File: src/rtl/cfg_stream_loader.sv
// Configuration-bus initiator: parses a framed word stream (header, then addr/data pairs) and
// issues one config_valid strobe per pair. Define CFG_CHECKSUM_EN to require an XOR trailer word.
module cfg_stream_loader #(
   parameter logic [15:0] MAGIC     = 16'hC0F6,
   parameter int          ISSUE_GAP = 0
) (
   input  logic        clk,
   input  logic        reset,
   input  logic        start,
   input  logic [31:0] in_data,
   input  logic        in_valid,
   output logic        in_ready,
   output logic [31:0] config_addr,
   output logic [31:0] config_data,
   output logic        config_valid,
   output logic        busy,
   output logic        done,
   output logic        error,
   output logic [15:0] words_loaded
);

`ifdef CFG_CHECKSUM_EN
   typedef enum logic [2:0] {
      S_IDLE, S_HEADER, S_ADDR, S_DATA, S_ISSUE, S_GAP, S_DONE, S_CHECK
   } state_t;
`else
   typedef enum logic [2:0] {
      S_IDLE, S_HEADER, S_ADDR, S_DATA, S_ISSUE, S_GAP, S_DONE
   } state_t;
`endif

   localparam logic [3:0] GAP_LAST = (ISSUE_GAP > 0) ? 4'(ISSUE_GAP - 1) : 4'd0;

   state_t      state_q, state_d;
   logic [15:0] remaining_q, remaining_d;
   logic [3:0]  gap_cnt_q, gap_cnt_d;
   logic [31:0] addr_hold_q, addr_hold_d;
   logic [31:0] cfg_addr_q, cfg_addr_d;
   logic [31:0] cfg_data_q, cfg_data_d;
   logic        error_q, error_d;
   logic [15:0] words_q, words_d;
`ifdef CFG_CHECKSUM_EN
   logic [31:0] csum_q, csum_d;
`endif
   logic        xfer;

   // Where a write goes once its strobe (and any trailing gap) is complete.
   function automatic state_t exit_state(input logic last_pair);
      if (last_pair) begin
`ifdef CFG_CHECKSUM_EN
         return S_CHECK;
`else
         return S_DONE;
`endif
      end
      return S_ADDR;
   endfunction

   always_ff @(posedge clk or posedge reset) begin
      if (reset) begin
         state_q     <= S_IDLE;
         remaining_q <= '0;
         gap_cnt_q   <= '0;
         addr_hold_q <= '0;
         cfg_addr_q  <= '0;
         cfg_data_q  <= '0;
         error_q     <= 1'b0;
         words_q     <= '0;
`ifdef CFG_CHECKSUM_EN
         csum_q      <= '0;
`endif
      end else begin
         state_q     <= state_d;
         remaining_q <= remaining_d;
         gap_cnt_q   <= gap_cnt_d;
         addr_hold_q <= addr_hold_d;
         cfg_addr_q  <= cfg_addr_d;
         cfg_data_q  <= cfg_data_d;
         error_q     <= error_d;
         words_q     <= words_d;
`ifdef CFG_CHECKSUM_EN
         csum_q      <= csum_d;
`endif
      end
   end

   // in_ready depends only on the registered state, so upstream sees no in_valid->in_ready path.
   always_comb begin
      in_ready = (state_q == S_HEADER) || (state_q == S_ADDR) || (state_q == S_DATA);
`ifdef CFG_CHECKSUM_EN
      if (state_q == S_CHECK) in_ready = 1'b1;
`endif
   end

   assign xfer = in_valid & in_ready;

   always_comb begin
      state_d     = state_q;
      remaining_d = remaining_q;
      gap_cnt_d   = gap_cnt_q;
      addr_hold_d = addr_hold_q;
      cfg_addr_d  = cfg_addr_q;
      cfg_data_d  = cfg_data_q;
      error_d     = error_q;
      words_d     = words_q;
`ifdef CFG_CHECKSUM_EN
      csum_d      = csum_q;
`endif
      case (state_q)
         S_IDLE: begin
            if (start) begin
               state_d = S_HEADER;
               error_d = 1'b0;
               words_d = '0;
            end
         end
         S_HEADER: begin
            if (xfer) begin
`ifdef CFG_CHECKSUM_EN
               csum_d = in_data;
`endif
               if (in_data[31:16] != MAGIC) begin
                  error_d = 1'b1;
                  state_d = S_DONE;
               end else if (in_data[15:0] == 16'd0) begin
                  state_d = S_DONE;
               end else begin
                  remaining_d = in_data[15:0];
                  state_d     = S_ADDR;
               end
            end
         end
         S_ADDR: begin
            if (xfer) begin
               addr_hold_d = in_data;
`ifdef CFG_CHECKSUM_EN
               csum_d      = csum_q ^ in_data;
`endif
               state_d     = S_DATA;
            end
         end
         S_DATA: begin
            // The bus registers load here so the pair is already stable during the strobe.
            if (xfer) begin
               cfg_addr_d = addr_hold_q;
               cfg_data_d = in_data;
`ifdef CFG_CHECKSUM_EN
               csum_d     = csum_q ^ in_data;
`endif
               state_d    = S_ISSUE;
            end
         end
         S_ISSUE: begin
            remaining_d = remaining_q - 16'd1;
            words_d     = (words_q == 16'hFFFF) ? words_q : words_q + 16'd1;
            if (ISSUE_GAP > 0) begin
               gap_cnt_d = '0;
               state_d   = S_GAP;
            end else begin
               state_d = exit_state(remaining_q == 16'd1);
            end
         end
         S_GAP: begin
            if (gap_cnt_q == GAP_LAST) state_d = exit_state(remaining_q == 16'd0);
            else                       gap_cnt_d = gap_cnt_q + 4'd1;
         end
`ifdef CFG_CHECKSUM_EN
         S_CHECK: begin
            if (xfer) begin
               if (in_data != csum_q) error_d = 1'b1;
               state_d = S_DONE;
            end
         end
`endif
         S_DONE:  state_d = S_IDLE;
         default: state_d = S_IDLE;
      endcase
   end

   assign config_addr  = cfg_addr_q;
   assign config_data  = cfg_data_q;
   assign config_valid = (state_q == S_ISSUE);
   assign busy         = (state_q != S_IDLE);
   assign done         = (state_q == S_DONE);
   assign error        = error_q;
   assign words_loaded = words_q;

endmodule

File: config.mk
export PLATFORM = sky130hd
export DESIGN_NAME = cfg_stream_loader
export DESIGN_NICKNAME = d
export VERILOG_FILES = /design/src/rtl/cfg_stream_loader.sv
export SDC_FILE = /design/constraint.sdc
export NUM_CORES = 1
export LEC_CHECK = 0
export CAP_MARGIN = 20
export CELL_PAD_IN_SITES_DETAIL_PLACEMENT = 0
export CELL_PAD_IN_SITES_GLOBAL_PLACEMENT = 2
export CORE_UTILIZATION = 40
export DETAILED_ROUTE_END_ITERATION = 10
export DONT_BUFFER_PORTS = 1
export HOLD_SLACK_MARGIN = 0.12
export PLACE_DENSITY_LB_ADDON = 0.1
export SLEW_MARGIN = 40
export SYNTH_ARGS = -nofsm -noshare
export SYNTH_HDL_FRONTEND = slang
export SYNTH_SLANG_ARGS = --single-unit
File: constraint.sdc
create_clock -name clk -period 9.7 [get_ports clk]
set_input_delay 1.455 -clock clk [delete_from_list [all_inputs] [get_ports clk]]
set_output_delay 1.455 -clock clk [all_outputs]
set_load 0.005 [all_outputs]
==> results of run 1 <==
sequential cells by signal, indices dropped and copies added, names as in the netlist:
name and cells:
addr_hold_q 32, remaining_q 16, words_loaded 16, gap_cnt_q 4
error 1, config_data 32, state_q 3, config_addr 32
synth_stat cells, drive strengths merged, types with 5 or more instances:
cell type	number	share of area, %
dfrtp	136	57
mux2	96	18
nor2	30	1.9
nand2	29	1.8
a21oi	26	2.2
o21ai	22	1.8
nand3	15	1.3
clkbuf	14	0.88
inv	11	0.69
xor2	11	1.6
buf	7	0.59
nand4	7	0.73
nor3	7	0.94
nor4	6	0.63
ha	5	1.0
metal layers:
layer | vias to the layer above | global-route usage (%)
met5 | - | 0
met3 | 17 | 7.738
met2 | 99 | 29.21
li1 | 1757 | -
met4 | 0 | 6.622
met1 | 1935 | 25.49
kinds of logic (layout without fill, tap and decap cells):
family	count (synthesis)	in the layout	synth area share, %
flip-flops	136	136	57.05
AND/OR/NAND/NOR	121	121	10.80
multiplexers	99	99	18.62
AO/OA/AOI/OAI	76	76	8.054
buffers and inverters	33	47	2.223
XOR/XNOR	15	15	2.202
adder cells (fa/ha/maj)	5	5	1.049
power by group:
group | internal (mW) | leakage, nW | switching (mW) | total [mW]
sequential | 0.816 | 1.65 | 0.220 | 1.04
combinational | 0.276 | 0.902 | 0.215 | 0.491
clock | 0.419 | 0.298 | 0.270 | 0.689
total | 1.51 | 2.85 | 0.705 | 2.22
cell type report:
type	count	area, sq um
fill	1335	7709
sequential	136	3403
multi-input combinational	316	2476
clock buffer	18	439.2
tap	184	230.2
clock inverter	14	187.7
inverter	12	50.05
timing repair buffer	3	38.79
through the flow:
stage	area, sq um	power [mW]	std cells	hold slack (ps)	util, %
after floorplan	5966	1.391	485	446.5	-
after global placement	6146	1.523	650	465.3	42.29
after detailed placement	6190	1.545	651	466.8	42.59
after CTS	6817	2.245	683	481.2	46.90
after global routing	6825	2.353	683	502.0	46.96
final	6825	2.216	683	482.5	46.96
layout by cell type (no fill, tap or decap), types with 10 or more instances in the layout:
cell,n
sky130_fd_sc_hd__nand2_1,28
sky130_fd_sc_hd__dfrtp_1,136
sky130_fd_sc_hd__o21ai_0,22
sky130_fd_sc_hd__nor2_1,29
sky130_fd_sc_hd__mux2_2,96
sky130_fd_sc_hd__inv_1,10
sky130_fd_sc_hd__nand3_1,13
sky130_fd_sc_hd__xor2_1,11
sky130_fd_sc_hd__clkbuf_16,17
sky130_fd_sc_hd__a21oi_1,26
worst max-delay path by stage:
stage | endpoint | cells past startpoint | start | slack [ps]
after floorplan | addr_hold_q[0] | 1 | reset | 4610
after global placement | remaining_q[7] | 6 | in_data[25] | 6170
after detailed placement | remaining_q[1] | 6 | in_data[28] | 6220
after CTS | config_valid | 2 | state_q[2] | 6250
after global routing | config_valid | 2 | state_q[2] | 6120
final | config_valid | 2 | state_q[2] | 6280
==> implementation parameters, run 1 <==
Parameter                              Value

Critical path
  Reg-to-reg critical path endpoint ... remaining_q[1]
  Required arrival time at the worst endpoint ... 8250 ps
  Critical Path Sink Type ... primary output
  Reg-to-reg startpoint ... state_q[0]
  Critical Path Fanout Max ... 19
  Worst path slowest cell ... sky130_fd_sc_hd__dfrtp_1
  Category of the critical setup timing path ... flop to primary output
  Startpoint types ... flop
  Number of cell instances on the worst register-to-register path ... 6
  Delay contributed by the slowest stage of the critical path ... 710 ps
  Critical-path cell list ... or3b_1 > clkinv_1
  R2R setup slack ... 7080 ps
  CP arrival ... 1970 ps
  Worst path bufs/invs ... 1
  Largest delay contributor family on the critical path ... flip-flops

Clocking
  Clk root buf ... sky130_fd_sc_hd__clkbuf_16
  Clock insertion delay at the later pin of the skew report ... 420 ps
  Number of sinks driven by the clock tree ... 136
  H-tree depth ... 4
  Clock Path Buffers ... 2
  Clock-pin slew of the registers on the worst-case setup and hold paths ... 60 ps
  Setup bufs post-CTS ... 0
  Clock buffer count from CTS ... 17
  Count of hold-fix buffers inserted at cts ... 0
  CTS tree ... built
  Cts repair resizes ... 0

Timing
  Final hold violations ... 0
  Worst Clk Skew ... 11.27 ps
  RSZ-0062 raised after global routing ... no
  Fin. max-slew vios ... 0
  Number of setup violations in the final report ... 0
  Setup_tns ... 0 ps
  Part of the cycle the worst path needs ... 35.27%
  Worst slew pin tran ... 696.1 ps
  Slack of the critical path ... 6279 ps
  Peak Freq ... 292.3 MHz
  Min Clock Period, post-route ... 3421 ps
  Relative slew slack ... 53.16%

Final layout
  Number of antenna repair diodes ... 0
  Ratio of cells with drive above 1 in the final layout ... 29.46%
  Area growth syn-to-layout ... 14.41%
  Net count of the finished layout ... 527

Worst hold path
  Hold Crit Class ... flop to flop
  Hold Path Depth ... 1
  Critical hold path startpoint ... gap_cnt_q[3]
  Endpoint of the worst hold-timing path ... gap_cnt_q[3]

Route
  Routed via count ... 3,808
  Top Layer Used ... met4
  Antenna Violating Nets Remaining ... 0
  Wire length the detailed router placed on met1 ... 6286 um
  DRC violation total after the first TritonRoute iteration ... 178
  Sum of routed wire length over all layers ... 13,910 um
  Detailed-routed wire length on met3 ... 980 um
  Per-cell via count in the routed design ... 5.575
  Routed length on met2 ... 6436 um
  Post-route DRC ... 0
  Routed wire per std cell ... 20.37 um
  First-pass iteration count of the detailed router ... 4

Floorplanning
  Vert. Die Dim ... 124.1 um
  Standard cell core area ... 14,530 sq um
  Die X ... 124.1 um
  I/O pins ... 121
  Cell Rows ... 44
  Floorplan die area ... 15,410 sq um
  Starting density of the core ... 41.05%

Logic synthesis
  EDFF count, synth ... 0
  Mean area per synthesized cell ... 12.30 sq um
  Gate count of the mapped netlist ... 485
  Flip-flop and latch count after synthesis ... 136
  Post-synthesis cell type count ... 54
  Warnings, synthesis ... 0
  Predominant post-synthesis flop cell ... sky130_fd_sc_hd__dfrtp_1
  Post-Syn Nets ... 526
  Combined area of all synthesized cells ... 5966 sq um
  Synth async-reset ratio ... 100.0%
  Register area share after synthesis ... 57.05%

Status
  Status ... complete, no violations

Global routing
  Vias in the first global route ... 4,003
  Global-route wire length before repair ... 22,160 um
  Total global routing track utilization ... 19.47%
  Global route total overflow ... 0
  Antenna violations before repair ... 0
  Pin count of the biggest net entering global routing ... 72

Power and ir drop
  Maximum resistive drop on vdd ... 0.0001720 V
  Total power density per cell area ... 324.7 nW/um^2
  Static leakage ... 2.853 nW

Placement
  Placed wire-length estimate ... 9315 um
  Port Buf Inserts ... 0
  Routability congestion estimate ... 0.7497
  Dpl ws ... 6220 ps

Job
  Count of max-cap constraint violations ... 0
Note: power is estimated with default switching activity, not from simulation.
==> inputs of run 2 (changes only) <==
==> constraint.sdc (replaced) <==
create_clock -name clk -period 3.5 [get_ports clk]
set_input_delay 0.525 -clock clk [delete_from_list [all_inputs] [get_ports clk]]
set_output_delay 0.525 -clock clk [all_outputs]
set_load 0.005 [all_outputs]
==> run 2 against run 1 <==
Clock power grew to 2.5 times the previous value. Core utilization is essentially flat. Via count grew 2.1%. Sequential share of layout area is essentially flat. Final area is essentially flat. Critical path type is now flop to flop. Largest cell class unchanged.
==> implementation parameters, run 2 (synthesized netlist as in run 1, its figures left out) <==
Parameter                              Value

Status
  Status ... complete, no violations

Power and ir drop
  Static leakage ... 2.865 nW (+0.42%)
  Maximum resistive drop on vdd ... 0.0004416 V (+160%)
  Total power density per cell area ... 877.9 nW/um^2 (+170%)

Floorplanning
  Floorplan die area ... 15,410 sq um (unchanged)
  Cell Rows ... 44 (unchanged)
  Die X ... 124.1 um (unchanged)
  Vert. Die Dim ... 124.1 um (unchanged)
  I/O pins ... 121 (unchanged)
  Starting density of the core ... 41.05% (unchanged)
  Standard cell core area ... 14,530 sq um (unchanged)

Timing
  Final hold violations ... 0 (unchanged)
  Setup_tns ... 0 ps (unchanged)
  Worst Hold Margin ... 253.0 ps (-229.5 ps)
  Peak Freq ... 395.1 MHz
  RSZ-0062 raised after global routing ... no
  Number of setup violations in the final report ... 0 (unchanged)
  Part of the cycle the worst path needs ... 72.31%
  Fin. max-slew vios ... 0 (unchanged)
  Slack of the critical path ... 969.2 ps (-5309 ps)
  Worst slew pin tran ... 622.5 ps (-73.69 ps)
  Min Clock Period, post-route ... 2531 ps
  Relative slew slack ... 58.50% (+5.3 points)
  Worst Clk Skew ... 7.286 ps (-3.979 ps)

Clocking
  CTS tree ... built
  Setup bufs post-CTS ... 0 (unchanged)
  Clock buffer count from CTS ... 17 (unchanged)
  Clock insertion delay at the later pin of the skew report ... 420 ps (about the same)
  Count of hold-fix buffers inserted at cts ... 0 (unchanged)
  Clock-pin slew of the registers on the worst-case setup and hold paths ... 60 ps (about the same)
  Clk root buf ... sky130_fd_sc_hd__clkbuf_16
  Number of sinks driven by the clock tree ... 136 (unchanged)
  Cts repair resizes ... 0 (unchanged)
  H-tree depth ... 4 (unchanged)
  Clock Path Buffers ... 2 (unchanged)

Final layout
  Area growth syn-to-layout ... 14.51% (about the same)
  Most used cells in the layout excluding fill and tap cells ... sky130_fd_sc_hd__dfrtp_1 (136), sky130_fd_sc_hd__mux2_2 (96), sky130_fd_sc_hd__nor2_1 (30)
  Final core utilization ... 47.00% (about the same)
  Most frequent standard cell in the layout excluding fill and tap cells ... sky130_fd_sc_hd__dfrtp_1
  Net count of the finished layout ... 534 (+1.3%)
  Number of antenna repair diodes ... 0 (unchanged)
  Ratio of cells with drive above 1 in the final layout ... 29.70% (+0.24 points)

Route
  Per-cell via count in the routed design ... 5.643 (+1.2%)
  Routed wire per std cell ... 20.24 um (-0.66%)
  Antenna Violating Nets Remaining ... 0 (unchanged)
  DRC violation total after the first TritonRoute iteration ... 226 (+27%)
  Sum of routed wire length over all layers ... 13,940 um (+0.21%)
  First-pass iteration count of the detailed router ... 4 (unchanged)
  Post-route DRC ... 0 (unchanged)
  Routed via count ... 3,888 (+2.1%)

Global routing
  Vias in the first global route ... 3,972 (-0.77%)
  Global-route wire length before repair ... 21,740 um (-1.9%)
  Antenna violations before repair ... 0 (unchanged)
  Pin count of the biggest net entering global routing ... 67 (-6.9%)
  Total global routing track utilization ... 19.17% (-0.30 points)
  Global route total overflow ... 0 (unchanged)

Critical path
  Reg-to-reg startpoint ... state_q[0]
  Number of cell instances on the worst register-to-register path ... 6 (unchanged)
  Reg-to-reg critical path endpoint ... remaining_q[1]
  Critical Path Sink Type ... flop
  Startpoint types ... flop
  Critical Path Fanout Max ... 14 (-5)
  CP arrival ... 2830 ps (+860 ps)
  R2R setup slack ... 970 ps (-6110 ps)
  Category of the critical setup timing path ... flop to flop
  Required arrival time at the worst endpoint ... 3800 ps (-4450 ps)

Job
  Count of max-cap constraint violations ... 0 (unchanged)

Worst hold path
  Critical hold path startpoint ... in_data[17]
  Hold Crit Class ... input pin to flop
  Hold Path Depth ... 1 (unchanged)
  Endpoint of the worst hold-timing path ... config_data[17]

Placement
  Placed wire-length estimate ... 9378 um (+0.68%)
  Dpl ws ... 918.9 ps (-5301 ps)
  Port Buf Inserts ... 0 (unchanged)
  Routability congestion estimate ... 0.7502 (about the same)
[run 2: cell count changes in the layout (fill, tap and decap cells not counted), sizes merged]
cell,delta
inv,-6
buf,+6
clkbuf,+2
clkinv,+3
bufinv,-1
dlygate4sd3,+1
clkinvlp,+1
[run 2: cell type report]
type                    count  area (sq um)
clock buffers              20         456.7
clock inverters            11         123.9
multi-input cells         316          2462
well taps                 184         230.2
repair buffers             10         106.4
inverters                  12         48.80
flip-flops and latches    136          3403
fillers                  1340          7702
[run 2: critical path, stage by stage, from the launching register on]
cell                      delay, ps
sky130_fd_sc_hd__dfrtp_1        660
sky130_fd_sc_hd__nor2b_1        330
sky130_fd_sc_hd__nor2b_1        320
sky130_fd_sc_hd__o31a_1         300
sky130_fd_sc_hd__a41o_1         370
sky130_fd_sc_hd__nor3_2         140
sky130_fd_sc_hd__mux2_2         290
[run 2: power breakdown]
part           leakage [nW]  switching, mW  total, mW  internal [mW]
combinational         0.934          0.603       1.38          0.774
clock                 0.278          0.672       1.75           1.08
sequential             1.65          0.602       2.87           2.26
total                  2.87           1.88       6.00           4.12
[run 2: worst max path at each step]
stage / startpoint / end / depth (start not counted) / slack (ps)
floorplan: reset / addr_hold_q[0] / 1 / 1280
global placement: in_data[28] / remaining_q[1] / 6 / 1010
detailed placement: in_data[28] / remaining_q[1] / 6 / 920
CTS: state_q[0] / remaining_q[1] / 6 / 990
global route: state_q[0] / remaining_q[1] / 6 / 800
finish: state_q[0] / remaining_q[1] / 6 / 970
[run 2: routing by layer]
layer | wire length [um] | up-vias | global-route usage [%]
li1 | - | 1781 | -
met1 | 6069 | 1983 | 24.99
met2 | 6553 | 112 | 28.83
met3 | 1187 | 12 | 8.104
met4 | 132 | 0 | 5.804
met5 | 0 | - | 0
[run 2: stage by stage]
step	total power [mW]	cells	area, sq um
floorplan	3.855	485	5969
global placement	4.232	656	6202
detailed placement	4.283	656	6208
CTS	6.075	687	6789
global route	6.378	689	6832
finish	5.997	689	6832
==> inputs of run 3 (changes only) <==
==> constraint.sdc (replaced) <==
create_clock -name clk -period 2.6 [get_ports clk]
set_input_delay 0.39 -clock clk [delete_from_list [all_inputs] [get_ports clk]]
set_output_delay 0.39 -clock clk [all_outputs]
set_load 0.005 [all_outputs]
==> run 3 against run 2 <==
Maximum frequency increased by 13%. Final area is 6.0% higher. Combinational power rose by 44%. Worst hold slack got worse by 120 ps. Largest cell class unchanged.
==> implementation parameters, run 3 (synthesized netlist as in run 1, its figures left out) <==
Parameter                              Value

Status
  Status ... complete, no violations

Clocking
  Cts repair resizes ... 0 (unchanged)
  Clock-pin slew of the registers on the worst-case setup and hold paths ... 60 ps (about the same)
  Clock insertion delay at the later pin of the skew report ... 410 ps (about the same)
  Clock Path Buffers ... 2 (unchanged)
  H-tree depth ... 4 (unchanged)
  CTS tree ... built
  Clk root buf ... sky130_fd_sc_hd__clkbuf_16
  Number of sinks driven by the clock tree ... 136 (unchanged)
  Clock buffer count from CTS ... 17 (unchanged)

Power and ir drop
  Power Internal ... 5.721 mW (+39%)
  Share of total power in sequential cells ... 45.9% (-1.9 points)
  Clock power share ... 30.0% (+0.8 points)
  Total power density per cell area ... 1144 nW/um^2 (+30%)
  Switching component of the power ... 2.559 mW (+36%)
  Static leakage ... 3.056 nW (+6.7%)
  Switching power share of the total ... 30.90% (-0.41 points)
  Maximum resistive drop on vdd ... 0.0005521 V (+25%)
  Portion of total power attributed to combinational logic ... 24.1% (+1.1 points)

Critical path
  Startpoint types ... flop
  Delay contributed by the slowest stage of the critical path ... 580 ps (-80 ps)
  Critical Path Fanout Max ... 7 (-7)
  Critical Path Source ... remaining_q[4]
  Reg-to-reg startpoint ... remaining_q[4]
  Worst path bufs/invs ... 0 (unchanged)
  Worst path slowest cell ... sky130_fd_sc_hd__or4_4
  Critical-path cell list ... or4_4 > nor3_4 > nand3_2 > or3_1 > o22a_1 > o22a_1
  Category of the critical setup timing path ... flop to flop
  End point of the critical path ... remaining_q[14]
  Required arrival time at the worst endpoint ... 2900 ps (-900 ps)
  CP arrival ... 2540 ps (-290 ps)
  R2R setup slack ... 360 ps (-610 ps)
  Most used cell along the critical path ... sky130_fd_sc_hd__o22a_1
  Critical Path Sink Type ... flop
  Largest delay contributor family on the critical path ... simple AND/OR/NAND/NOR gates
  Total stage count of the critical path ... 6 (unchanged)
  Number of cell instances on the worst register-to-register path ... 6 (unchanged)
  Reg-to-reg critical path endpoint ... remaining_q[14]

Timing
  Part of the cycle the worst path needs ... 86.09% (+14 points)
  Min Clock Period, post-route ... 2238 ps (-292.5 ps)
  Worst Clk Skew ... 6.648 ps (-0.6379 ps)
  Worst slew pin tran ... 646.0 ps (+23.50 ps)
  Peak Freq ... 446.8 MHz (+13%)
  Relative slew slack ... 56.94% (-1.6 points)
  Setup_tns ... 0 ps (unchanged)
  Number of setup violations in the final report ... 0 (unchanged)
  Final hold violations ... 0 (unchanged)
  RSZ-0062 raised after global routing ... no
  Fin. max-slew vios ... 0 (unchanged)

Global routing
  Pin count of the biggest net entering global routing ... 111 (+66%)
  Antenna violations before repair ... 0 (unchanged)
  Global-route wire length before repair ... 21,950 um (+0.95%)
  Global route total overflow ... 0 (unchanged)
  Vias in the first global route ... 4,015 (+1.1%)
  Total global routing track utilization ... 19.42% (+0.25 points)

Placement
  Placed cell area ... 6290 sq um (+1.3%)
  Placed wire-length estimate ... 9221 um (-1.7%)
  Port Buf Inserts ... 0 (unchanged)
  Instance count after placement with tap cells included ... 666 (+1.5%)
  Routability congestion estimate ... 0.7839 (+4.5%)

Route
  Per-cell via count in the routed design ... 5.334 (-5.5%)
  Routed wire per std cell ... 19.10 um (-5.6%)
  Antenna Violating Nets Remaining ... 0 (unchanged)
  Sum of routed wire length over all layers ... 13,970 um (+0.16%)
  Routed via count ... 3,899 (+0.28%)
  DRC violation total after the first TritonRoute iteration ... 189 (-16%)
  Post-route DRC ... 0 (unchanged)
  First-pass iteration count of the detailed router ... 5 (+1)

Job
  Count of max-cap constraint violations ... 0 (unchanged)

Final layout
  Final core utilization ... 49.80% (+2.8 points)
  Area growth syn-to-layout ... 21.33%
  Filler-free cell count of the finished design ... 731 (+6.1%)
  Number of antenna repair diodes ... 0 (unchanged)
  Net count of the finished layout ... 576 (+7.9%)
  Ratio of cells with drive above 1 in the final layout ... 28.52% (-1.2 points)
  Most used cells in the layout excluding fill and tap cells ... sky130_fd_sc_hd__dfrtp_1 (136), sky130_fd_sc_hd__mux2_2 (96), sky130_fd_sc_hd__dlygate4sd3_1 (34)
  Fill count ... 1,307 (-2.5%)
  Most frequent standard cell in the layout excluding fill and tap cells ... sky130_fd_sc_hd__dfrtp_1
  Non-Filler Cell Area, Final ... 7238 sq um (+6.0%)

Floorplanning
  Starting density of the core ... 41.05% (unchanged)
  Floorplan die area ... 15,410 sq um (unchanged)
  Die X ... 124.1 um (unchanged)
  Standard cell core area ... 14,530 sq um (unchanged)
  I/O pins ... 121 (unchanged)
  Vert. Die Dim ... 124.1 um (unchanged)
  Cell Rows ... 44 (unchanged)

Worst hold path
  Hold Crit Class ... input pin to flop
-- run 3: cell count changes in the layout (fill, tap and decap cells not counted) --
cell | before | now
sky130_fd_sc_hd__clkinv_4 | 2 | 1
sky130_fd_sc_hd__dlygate4sd3_1 | 1 | 34
sky130_fd_sc_hd__clkbuf_8 | 2 | 1
sky130_fd_sc_hd__nor4_2 | 2 | 0
sky130_fd_sc_hd__inv_6 | 1 | 5
sky130_fd_sc_hd__buf_6 | 1 | 0
sky130_fd_sc_hd__buf_4 | 6 | 16
sky130_fd_sc_hd__clkinv_2 | 3 | 0
sky130_fd_sc_hd__nand2_2 | 1 | 0
sky130_fd_sc_hd__o21ai_1 | 1 | 0
sky130_fd_sc_hd__bufinv_16 | 2 | 3
sky130_fd_sc_hd__nor4_1 | 4 | 6
sky130_fd_sc_hd__nand2_1 | 28 | 29
sky130_fd_sc_hd__o21ai_0 | 21 | 22
-- run 3: how the worst min path moves through the flow --
| stage | startpoint | depth (start not counted) | slack, ps | end |
|---|---|---|---|---|
| after detailed placement | reset | 2 | 400 | addr_hold_q[2] |
| final | in_data[24] | 1 | 140 | addr_hold_q[24] |
| after global routing | in_data[24] | 1 | 120 | addr_hold_q[24] |
| after global placement | reset | 2 | 400 | addr_hold_q[2] |
| after floorplan | gap_cnt_q[3] | 1 | 450 | gap_cnt_q[3] |
| after CTS | in_data[6] | 1 | 120 | addr_hold_q[6] |
-- run 3: repair_timing --
action,CTS,global route
buffers inserted,0,0
hold endpoints to repair,196,1
hold buffers,33,1
-- run 3: through the flow --
step	total power [mW]	hold slack, ps	setup slack [ps]
6_report	8.280	136.5	361.7
5_1_grt	8.817	120.3	176.0
4_1_cts	8.399	120.8	361.6
3_5_place_dp	5.828	401.7	343.3
3_3_place_gp	5.759	397.5	368.3
2_1_floorplan	5.190	446.5	501.7
-- run 3: per-layer routing --
metal / vias to the layer above / GRT usage [%] / routed length (um)
li1: 1863 / - / -
met1: 1938 / 25.86 / 6343
met2: 89 / 29.07 / 6514
met3: 9 / 7.647 / 989
met4: 0 / 5.804 / 116
met5: - / 0 / 0
-- run 3: power by group through the flow --
stage                     Combinational, mW  Sequential (mW)  Clock [mW]
after global placement                 1.92             3.84           0
after detailed placement               1.98             3.85           0
after CTS                              2.03             3.82        2.55
after global routing                   2.23             3.96        2.63
after floorplan                        1.63             3.56           0
final                                  1.99             3.80        2.48
-- run 3: area by class of cell --
class | count | area (sq um) | share of cell area, %
clock buffers | 19 | 442.9 | 6.119
clock inverters | 12 | 165.2 | 2.282
inverters | 12 | 48.80 | 0.6742
multi-input cells | 316 | 2447 | 33.81
flip-flops and latches | 136 | 3403 | 47.02
well taps | 184 | 230.2 | 3.181
repair buffers | 52 | 500.5 | 6.914
